[src/rtl/gba_sound_frame_seq_if.sv]
// gba_sound_frame_seq_if
// Signal bundle between the sound register file (master) and the frame
// sequencer (slave). Channel blocks also read the strobe and power outputs.
//
// Transfer semantics: there is no valid/ready pair on this bus. ce,
// ch_trigger and ch_stop are single-cycle pulses, each sampled on exactly
// one rising clk edge. master_on is a level. The tick_* strobes are
// single-cycle pulses produced by the sequencer. step, gb_on and ch_active
// are registered levels. There is no back-pressure anywhere on this bus.
interface gba_sound_frame_seq_if;
    logic       ce;
    logic       master_on;
    logic [3:0] ch_trigger;
    logic [3:0] ch_stop;
    logic       gb_on;
    logic       tick_length;
    logic       tick_sweep;
    logic       tick_envelope;
    logic [2:0] step;
    logic [3:0] ch_active;
    logic       dbg_pwr_state;  // power FSM state: 0 = OFF, 1 = ON

    modport master (
        output ce, master_on, ch_trigger, ch_stop,
        input  gb_on, tick_length, tick_sweep, tick_envelope, step, ch_active,
        input  dbg_pwr_state
    );

    modport slave (
        input  ce, master_on, ch_trigger, ch_stop,
        output gb_on, tick_length, tick_sweep, tick_envelope, step, ch_active,
        output dbg_pwr_state
    );
endinterface

[src/rtl/gba_sound_frame_seq.sv]
// gba_sound_frame_seq
// GBA PSG frame sequencer. It divides ce pulses down to the 512 Hz frame
// step and issues shared length (256 Hz), sweep (128 Hz) and envelope
// (64 Hz) strobes. It also owns the master power state and the per-channel
// active bits.
// Optional macro GBA_SOUND_SEQ_FAST_SIM_EN forces the divider period to 32.
// The divider width is not changed by this macro.
module gba_sound_frame_seq #(
    parameter int unsigned DIV_PERIOD = 32768,
    parameter int unsigned DIV_WIDTH  = 15
) (
    input  logic                  clk,
    input  logic                  reset_n,
    gba_sound_frame_seq_if.slave  bus
);

`ifdef GBA_SOUND_SEQ_FAST_SIM_EN
    localparam int unsigned PERIOD = 32;
`else
    localparam int unsigned PERIOD = DIV_PERIOD;
`endif
    localparam logic [DIV_WIDTH-1:0] DIV_LAST = DIV_WIDTH'(PERIOD - 1);

    typedef enum logic {
        PWR_OFF = 1'b0,
        PWR_ON  = 1'b1
    } pwr_state_t;

    pwr_state_t           state;
    pwr_state_t           state_next;
    logic                 run;
    logic [1:0]           rst_sync;
    logic                 rst_n_int;
    logic [DIV_WIDTH-1:0] div;
    logic [2:0]           step_q;
    logic [2:0]           step_next;
    logic                 tick_len_q;
    logic                 tick_swp_q;
    logic                 tick_env_q;
    logic [3:0]           active_q;

    // Reset assertion is immediate. Release passes through two flops, so the
    // first edge that does any work is the third edge after reset_n rises.
    always_ff @(posedge clk or negedge reset_n) begin
        if (!reset_n) begin
            rst_sync <= 2'b00;
        end else begin
            rst_sync <= {rst_sync[0], 1'b1};
        end
    end

    assign rst_n_int = rst_sync[1];

    // Power state register.
    always_ff @(posedge clk or negedge rst_n_int) begin
        if (!rst_n_int) begin
            state <= PWR_OFF;
        end else begin
            state <= state_next;
        end
    end

    // Next-state logic. The datapath only advances while ON and while
    // master_on is still high. A cycle that drops master_on therefore
    // discards any wrap that lands on it.
    always_comb begin
        state_next = state;
        run        = 1'b0;
        case (state)
            PWR_OFF: begin
                if (bus.master_on) begin
                    state_next = PWR_ON;
                end
            end
            PWR_ON: begin
                if (!bus.master_on) begin
                    state_next = PWR_OFF;
                end else begin
                    run = 1'b1;
                end
            end
        endcase
    end

    assign step_next = step_q + 3'd1;

    // Divider, step counter and strobes. The strobes are decoded from the
    // step being entered and are cleared on every other cycle.
    always_ff @(posedge clk or negedge rst_n_int) begin
        if (!rst_n_int) begin
            div        <= '0;
            step_q     <= 3'd7;
            tick_len_q <= 1'b0;
            tick_swp_q <= 1'b0;
            tick_env_q <= 1'b0;
        end else begin
            tick_len_q <= 1'b0;
            tick_swp_q <= 1'b0;
            tick_env_q <= 1'b0;
            if (!run) begin
                div    <= '0;
                step_q <= 3'd7;
            end else if (bus.ce) begin
                if (div == DIV_LAST) begin
                    div        <= '0;
                    step_q     <= step_next;
                    tick_len_q <= ~step_next[0];
                    tick_swp_q <= (step_next[1:0] == 2'b10);
                    tick_env_q <= (step_next == 3'd7);
                end else begin
                    div <= div + DIV_WIDTH'(1);
                end
            end
        end
    end

    // Channel status bits. A trigger overrides a stop in the same cycle.
    // All bits are held clear while powered off.
    always_ff @(posedge clk or negedge rst_n_int) begin
        if (!rst_n_int) begin
            active_q <= 4'b0000;
        end else if (!run) begin
            active_q <= 4'b0000;
        end else begin
            active_q <= (active_q & ~bus.ch_stop) | bus.ch_trigger;
        end
    end

    assign bus.gb_on         = (state == PWR_ON);
    assign bus.dbg_pwr_state = state;
    assign bus.tick_length   = tick_len_q;
    assign bus.tick_sweep    = tick_swp_q;
    assign bus.tick_envelope = tick_env_q;
    assign bus.step          = step_q;
    assign bus.ch_active     = active_q;

endmodule
[src/flat_wrapper.sv]
// flat-port wrapper written by rule: the top's interface ports become plain ports
module gba_sound_frame_seq_flat 
#(
    parameter int unsigned DIV_PERIOD = 32768,
    parameter int unsigned DIV_WIDTH  = 15
)
  (clk, reset_n, bus_ce, bus_master_on, bus_ch_trigger, bus_ch_stop, bus_gb_on, bus_tick_length, bus_tick_sweep, bus_tick_envelope, bus_step, bus_ch_active, bus_dbg_pwr_state);
  gba_sound_frame_seq_if bus_i ();
  input  logic clk;
  input  logic reset_n;
  input wire logic [$bits(bus_i.ce)-1:0] bus_ce;
  input wire logic [$bits(bus_i.master_on)-1:0] bus_master_on;
  input wire logic [$bits(bus_i.ch_trigger)-1:0] bus_ch_trigger;
  input wire logic [$bits(bus_i.ch_stop)-1:0] bus_ch_stop;
  output wire logic [$bits(bus_i.gb_on)-1:0] bus_gb_on;
  output wire logic [$bits(bus_i.tick_length)-1:0] bus_tick_length;
  output wire logic [$bits(bus_i.tick_sweep)-1:0] bus_tick_sweep;
  output wire logic [$bits(bus_i.tick_envelope)-1:0] bus_tick_envelope;
  output wire logic [$bits(bus_i.step)-1:0] bus_step;
  output wire logic [$bits(bus_i.ch_active)-1:0] bus_ch_active;
  output wire logic [$bits(bus_i.dbg_pwr_state)-1:0] bus_dbg_pwr_state;
  assign bus_i.ce = bus_ce;
  assign bus_i.master_on = bus_master_on;
  assign bus_i.ch_trigger = bus_ch_trigger;
  assign bus_i.ch_stop = bus_ch_stop;
  assign bus_gb_on = bus_i.gb_on;
  assign bus_tick_length = bus_i.tick_length;
  assign bus_tick_sweep = bus_i.tick_sweep;
  assign bus_tick_envelope = bus_i.tick_envelope;
  assign bus_step = bus_i.step;
  assign bus_ch_active = bus_i.ch_active;
  assign bus_dbg_pwr_state = bus_i.dbg_pwr_state;
  gba_sound_frame_seq #(.DIV_PERIOD(DIV_PERIOD), .DIV_WIDTH(DIV_WIDTH)) u_core (.clk(clk), .reset_n(reset_n), .bus(bus_i));
endmodule
[config.mk]
export PLATFORM = sky130hd
export DESIGN_NAME = gba_sound_frame_seq_flat
export DESIGN_NICKNAME = d
export VERILOG_FILES = /design/src/rtl/gba_sound_frame_seq_if.sv /design/src/rtl/gba_sound_frame_seq.sv /design/src/flat_wrapper.sv
export SDC_FILE = /design/constraint.sdc
export NUM_CORES = 1
export LEC_CHECK = 0
export BUFFER_PORTS_ARGS = -buffer_cell sky130_fd_sc_hd__buf_4
export CAP_MARGIN = 5
export CORE_MARGIN = 4
export CORE_UTILIZATION = 50
export CTS_BUF_LIST = sky130_fd_sc_hd__clkbuf_8
export DETAILED_ROUTE_END_ITERATION = 8
export HOLD_SLACK_MARGIN = 0.12
export PLACE_DENSITY = 0.74
export SLEW_MARGIN = 15
export SYNTH_ARGS = -nofsm -noshare
export SYNTH_HDL_FRONTEND = slang
export SYNTH_SLANG_ARGS = --single-unit
[constraint.sdc]
create_clock -name clk -period 0.9 [get_ports clk]
set_input_delay 0.045 -clock clk [delete_from_list [all_inputs] [get_ports clk]]
set_output_delay 0.045 -clock clk [all_outputs]
set_load 0.005 [all_outputs]
# Word level (Yosys, flattened, before mapping)
# Cells that the tools add are included.
# classes
reduce_logical,1
addsub,2
bitwise_logic,4
muxes,18
eq_ne,5
# op_table
operator,n
$mux W15,3
$add A15 B1 Y15 const B,1
$eq A15 B15 Y1 const B,1
$mux W1,11
$mux W3,3
$and A4 B4 Y4,1
$mux W4,1
$ne A2 B2 Y1 const B,2
$not A4 Y4,1
$or A4 B4 Y4,1
$add A3 B1 Y3 const B,1
$eq A3 B3 Y1 const B,1
$eq A2 B2 Y1 const B,1
$reduce_and A2 Y1,1
$not A1 Y1,1
# totals
output_inout_bits,12
ff_bits,28

# Depth between registers and ports, before layout
# depth
ltp_word,5
depth_mapped,5
mapped_depth_nobuf,5

# Worst setup path after synthesis
# OpenSTA, ideal clock, no wires.
# synth_timing
path_kind,register to register
from,reg u_core.div[0]
to,reg u_core.div[13]
period_less_slack_ns,1.593
stages_incl_launch_ff,6
setup_slack_ns,-0.693
path_buffers,0
required_time_ns,0.760
arrival_time_ns,1.453
cell_sequence,dfrtp_1 > ha_1 > and3_1 > or4b_4 > o311ai_0 > a31oi_1
# synth_between
elab_chain_len,4
elab_cells_between_ends,5
# synth_lines
element,line_no,source
start: declaration,gba_sound_frame_seq.sv:34,logic [DIV_WIDTH-1:0] div;
start signal: assignment,gba_sound_frame_seq.sv:111,div <= div + DIV_WIDTH'(1);
$add A15 B1 Y15 / $eq A15 B15 Y1 (equally long branches),"gba_sound_frame_seq.sv:111, gba_sound_frame_seq.sv:104",
$mux W15 *,gba_sound_frame_seq.sv:104,if (div == DIV_LAST) begin
$mux W15 *,gba_sound_frame_seq.sv:103,end else if (bus.ce) begin
$mux W15 *,gba_sound_frame_seq.sv:100,if (!run) begin
# Mark *: on every way between the ends. The rest lies on a longest branch, timed or not. The select of a mux whose other input is x is not followed.
# A chain may end at the register's enable or synchronous reset.

# Worst setup path in the final report
# layout_timing
from,reg u_core.div[1]
to,reg u_core.step_q[1] (netlist: u_core.bus.step[1])
# layout_between
elab_chain_len,3
# layout_lines
element,line_no,source
$eq A15 B15 Y1,gba_sound_frame_seq.sv:104,
$ne A2 B2 Y1 (no line),-,
$reduce_and A2 Y1 (no line),-,
end signal: assignment,gba_sound_frame_seq.sv:106,step_q <= step_next;
end: declaration,gba_sound_frame_seq.sv:35,logic [2:0] step_q;
# No other way between the ends.

==> run metrics <==
share of cells above drive strength 1=0.475; initial antenna violation count=0; status=finished, violations left; largest net degree at the start of global routing=27; asr flop ratio synth=1.00; FF+latch count, synth=28; Clock power frac=0.336; Worst path max stage delay=0.38 ns; ANT cells=0; clock root cell=clkbuf_8; Power, Total=roughly 2300 uW; ranking of synthesized cells by area=dfrtp_1, dfstp_2, xor2_1, nor2_1, ha_1; final worst slack=-0.738 ns; slowest cell on the critical path=dfrtp_1; Routed Antenna Nets=0; crit path launch type=flop; DR vias/cell=~5.4; Crit path max-delay family=simple AND/OR/NAND/NOR gates; final instance area=~2200 sq um; drt total wl=3.96 mm; distinct cell type count after synthesis=41; Worst Skew=roughly 0.0084 ns; failing checks=setup timing; Max Buffers Root-to-Sink=2; Max FO, Critical Path=4; die height=just over 60 um; critical-path cell list=ha_2 > nand4_1 > buf_6 > nor4_4 > mux2i_1 > or2_1; vias=~1.3k; TritonCTS Buffers=3; RSZ-0062 raised after global routing=true; area grow syn2layout=59.9%; Internal Power=roughly 1800 uW; H-tree depth=1; Clock Pin Slew Worst Setup and Hold Paths=0.10 ns; Clk Latency, worst-skew pair=approximately 0.28 ns; EDFF count, synth=0; CP endpoint kind=flop; hpwl dp=roughly 2.4 mm; switching pwr=slightly above 500 uW; sequential fraction of the synthesis area=0.507; share of the synthesized area in the top cell type=0.450; core area=2570 sq um; Setup violations, final=26; number of global-route vias before repair=between 1k and 1.5k; Ports=24; FMAX=610 MHz; first-pass GRT wire length=about 6.3 mm; # rows=18; Initial Util=0.541; # port buffers=23; die area=3690 sq um; most frequent cell after synthesis=dfrtp_1; crit path time final=roughly 1.6 ns; Die Wd=~60 um; Cell Area, Synth=between 1000 and 1500 sq um; CP Buf/Inv Count=1; DRC violations left=0; Final nets=around 220; All-Layer GR Usage=0.232; total gr overflow=0; Syn Nets=147; clk sinks=28; Sw Ratio=0.220; worst endpoint required time=between 1 and 1.5 ns; Reg power frac=0.557; peak supply drop=around 1300 uV; fin crit share=1.82; global placement routability congestion=~0.82; # Max-Cap Violations=0; Synth Flop Type=dfrtp_1; mean routed wirelength per cell=between 15 and 20 um; CP arrival=between 1.5 and 2 ns; logic gate share of total power=0.108; CTS tree=yes; Fill cells=132; cell taking the most area after synthesis=dfrtp_1; Area after DPL=~1900 sq um; PD cells=1040 nW/um^2; 1st-iter DRT viols=36; Mapped Cells=131; Crit Path Class=flop to flop; Hold Vio Cnt, Final=0; Avg Inst Size Synth=10.6 sq um; synth cell count leaders=dfrtp_1, nor2_1, xor2_1; fin. max-slew vios=0; drt first pass iters=4; yosys warns=0; leakage power=approximately 0.0011 uW; worst min-delay path category=primary input to flop
[power groups by stage]
stage	clock network [uW]	logic (uW)	registers [uW]
detailed placement	0	175	1310
global placement	0	171	1310
floorplan	0	57.0	1330
CTS	790	225	1290
global route	854	268	1290
finish	777	249	1290
[sequential cells by signal, summed over array words and instances, names as in the netlist]
name                      cells
u_core.bus.tick_sweep         1
u_core.rst_sync               2
u_core.bus.step               3
u_core.div                   15
u_core.bus.ch_active          4
u_core.bus.tick_length        1
u_core.bus.tick_envelope      1
u_core.bus.dbg_pwr_state      1
[metal layers]
layer  part of all wire  routed length [um]  up-vias  track usage
met5                  0                   0        -            0
met4              0.012                  48        0       0.0372
met3              0.030                 119        8       0.0511
met2               0.57                2260       20        0.467
met1               0.39                1530      629        0.246
li1                   -                   -      607            -
[worst reg2reg max path, cell delays in order, from the launching register on]
cell and delay, ns:
dfrtp_1 0.38, ha_2 0.20, nand4_1 0.17, buf_6 0.18, nor4_4 0.26, mux2i_1 0.14, or2_1 0.23
[logic make-up after synthesis]
kind of cell,Yosys count,share of synthesized area
AND/OR/NAND/NOR,59,0.270
AO/OA/AOI/OAI,16,0.0720
other,1,0.00270
buffers and inverters,10,0.0297
multiplexers,1,0.00720
flip-flops,28,0.507
XOR/XNOR,12,0.0756
adder cells (fa/ha/maj),4,0.0360
[worst paths after layout]
| path | start | end | slack [ns] | cells after the start |
|---|---|---|---|---|
| min in group asynchronous | u_core.rst_sync[1]$_DFF_PN0_ | u_core.div[9]$_DFFE_PN0P_ | 0.22 | 1 |
| worst min register to register | u_core.rst_sync[1]$_DFF_PN0_ | u_core.div[9]$_DFFE_PN0P_ | 0.22 | 1 |
| worst min-delay path | bus_master_on | u_core.div[0]$_DFFE_PN0P_ | 0.20 | 4 |
| worst max-delay path | u_core.div[1]$_DFFE_PN0P_ | u_core.bus.step[1]$_DFFE_PN1P_ | -0.74 | 6 |
| worst max register to register | u_core.div[1]$_DFFE_PN0P_ | u_core.bus.step[1]$_DFFE_PN1P_ | -0.74 | 6 |
| max in group asynchronous | reset_n | u_core.rst_sync[0]$_DFF_PN0_ | 0.16 | 3 |
[timing repair]
item	in CTS	in global routing
pin swaps	6	9
resized for setup	13	23
endpoints found under the hold margin	8	0
hold buffers	11	0
endpoints found under the setup margin	30	32
buffers inserted	2	3
[metrics by stage]
step | cells | hold WS [ns] | setup TNS, ns | utilization | worst slack [ns]
after floorplan | 131 | -0.251 | -11.61 | - | -0.641
after global placement | 215 | -0.174 | -11.19 | 0.729 | -0.610
after detailed placement | 215 | -0.172 | -12.50 | 0.729 | -0.664
after global routing | 234 | 0.198 | -15.68 | 0.865 | -0.834
after CTS | 232 | 0.226 | -12.72 | 0.822 | -0.668
final | 234 | 0.199 | -13.76 | 0.865 | -0.738
[area by class of cell]
cell class	instances	area, sq um	share of cell area
inverters	6	22.5	0.0101
flip-flops and latches	28	704	0.317
clock buffers	4	55.1	0.0248
multi-input cells	93	768	0.346
repair buffers	73	634	0.285
well taps	30	37.5	0.0169
[layout by cell type (no fill, tap or decap), types with 3 or more instances in the layout]
master and instances:
nand2_1 3, a31oi_1 3, nor2_2 4, xor2_1 8, dlygate4sd3_1 11, and3_1 3, xnor2_1 4, inv_1 6
nand4_1 3, nand3_2 3, clkbuf_8 4, dfrtp_1 25, dfstp_2 3, ha_1 3, buf_6 9, nor2_1 9
buf_4 51, nand3_1 3, a21oi_1 5, nand2b_1 5
Power figures use the tool's default switching activity.
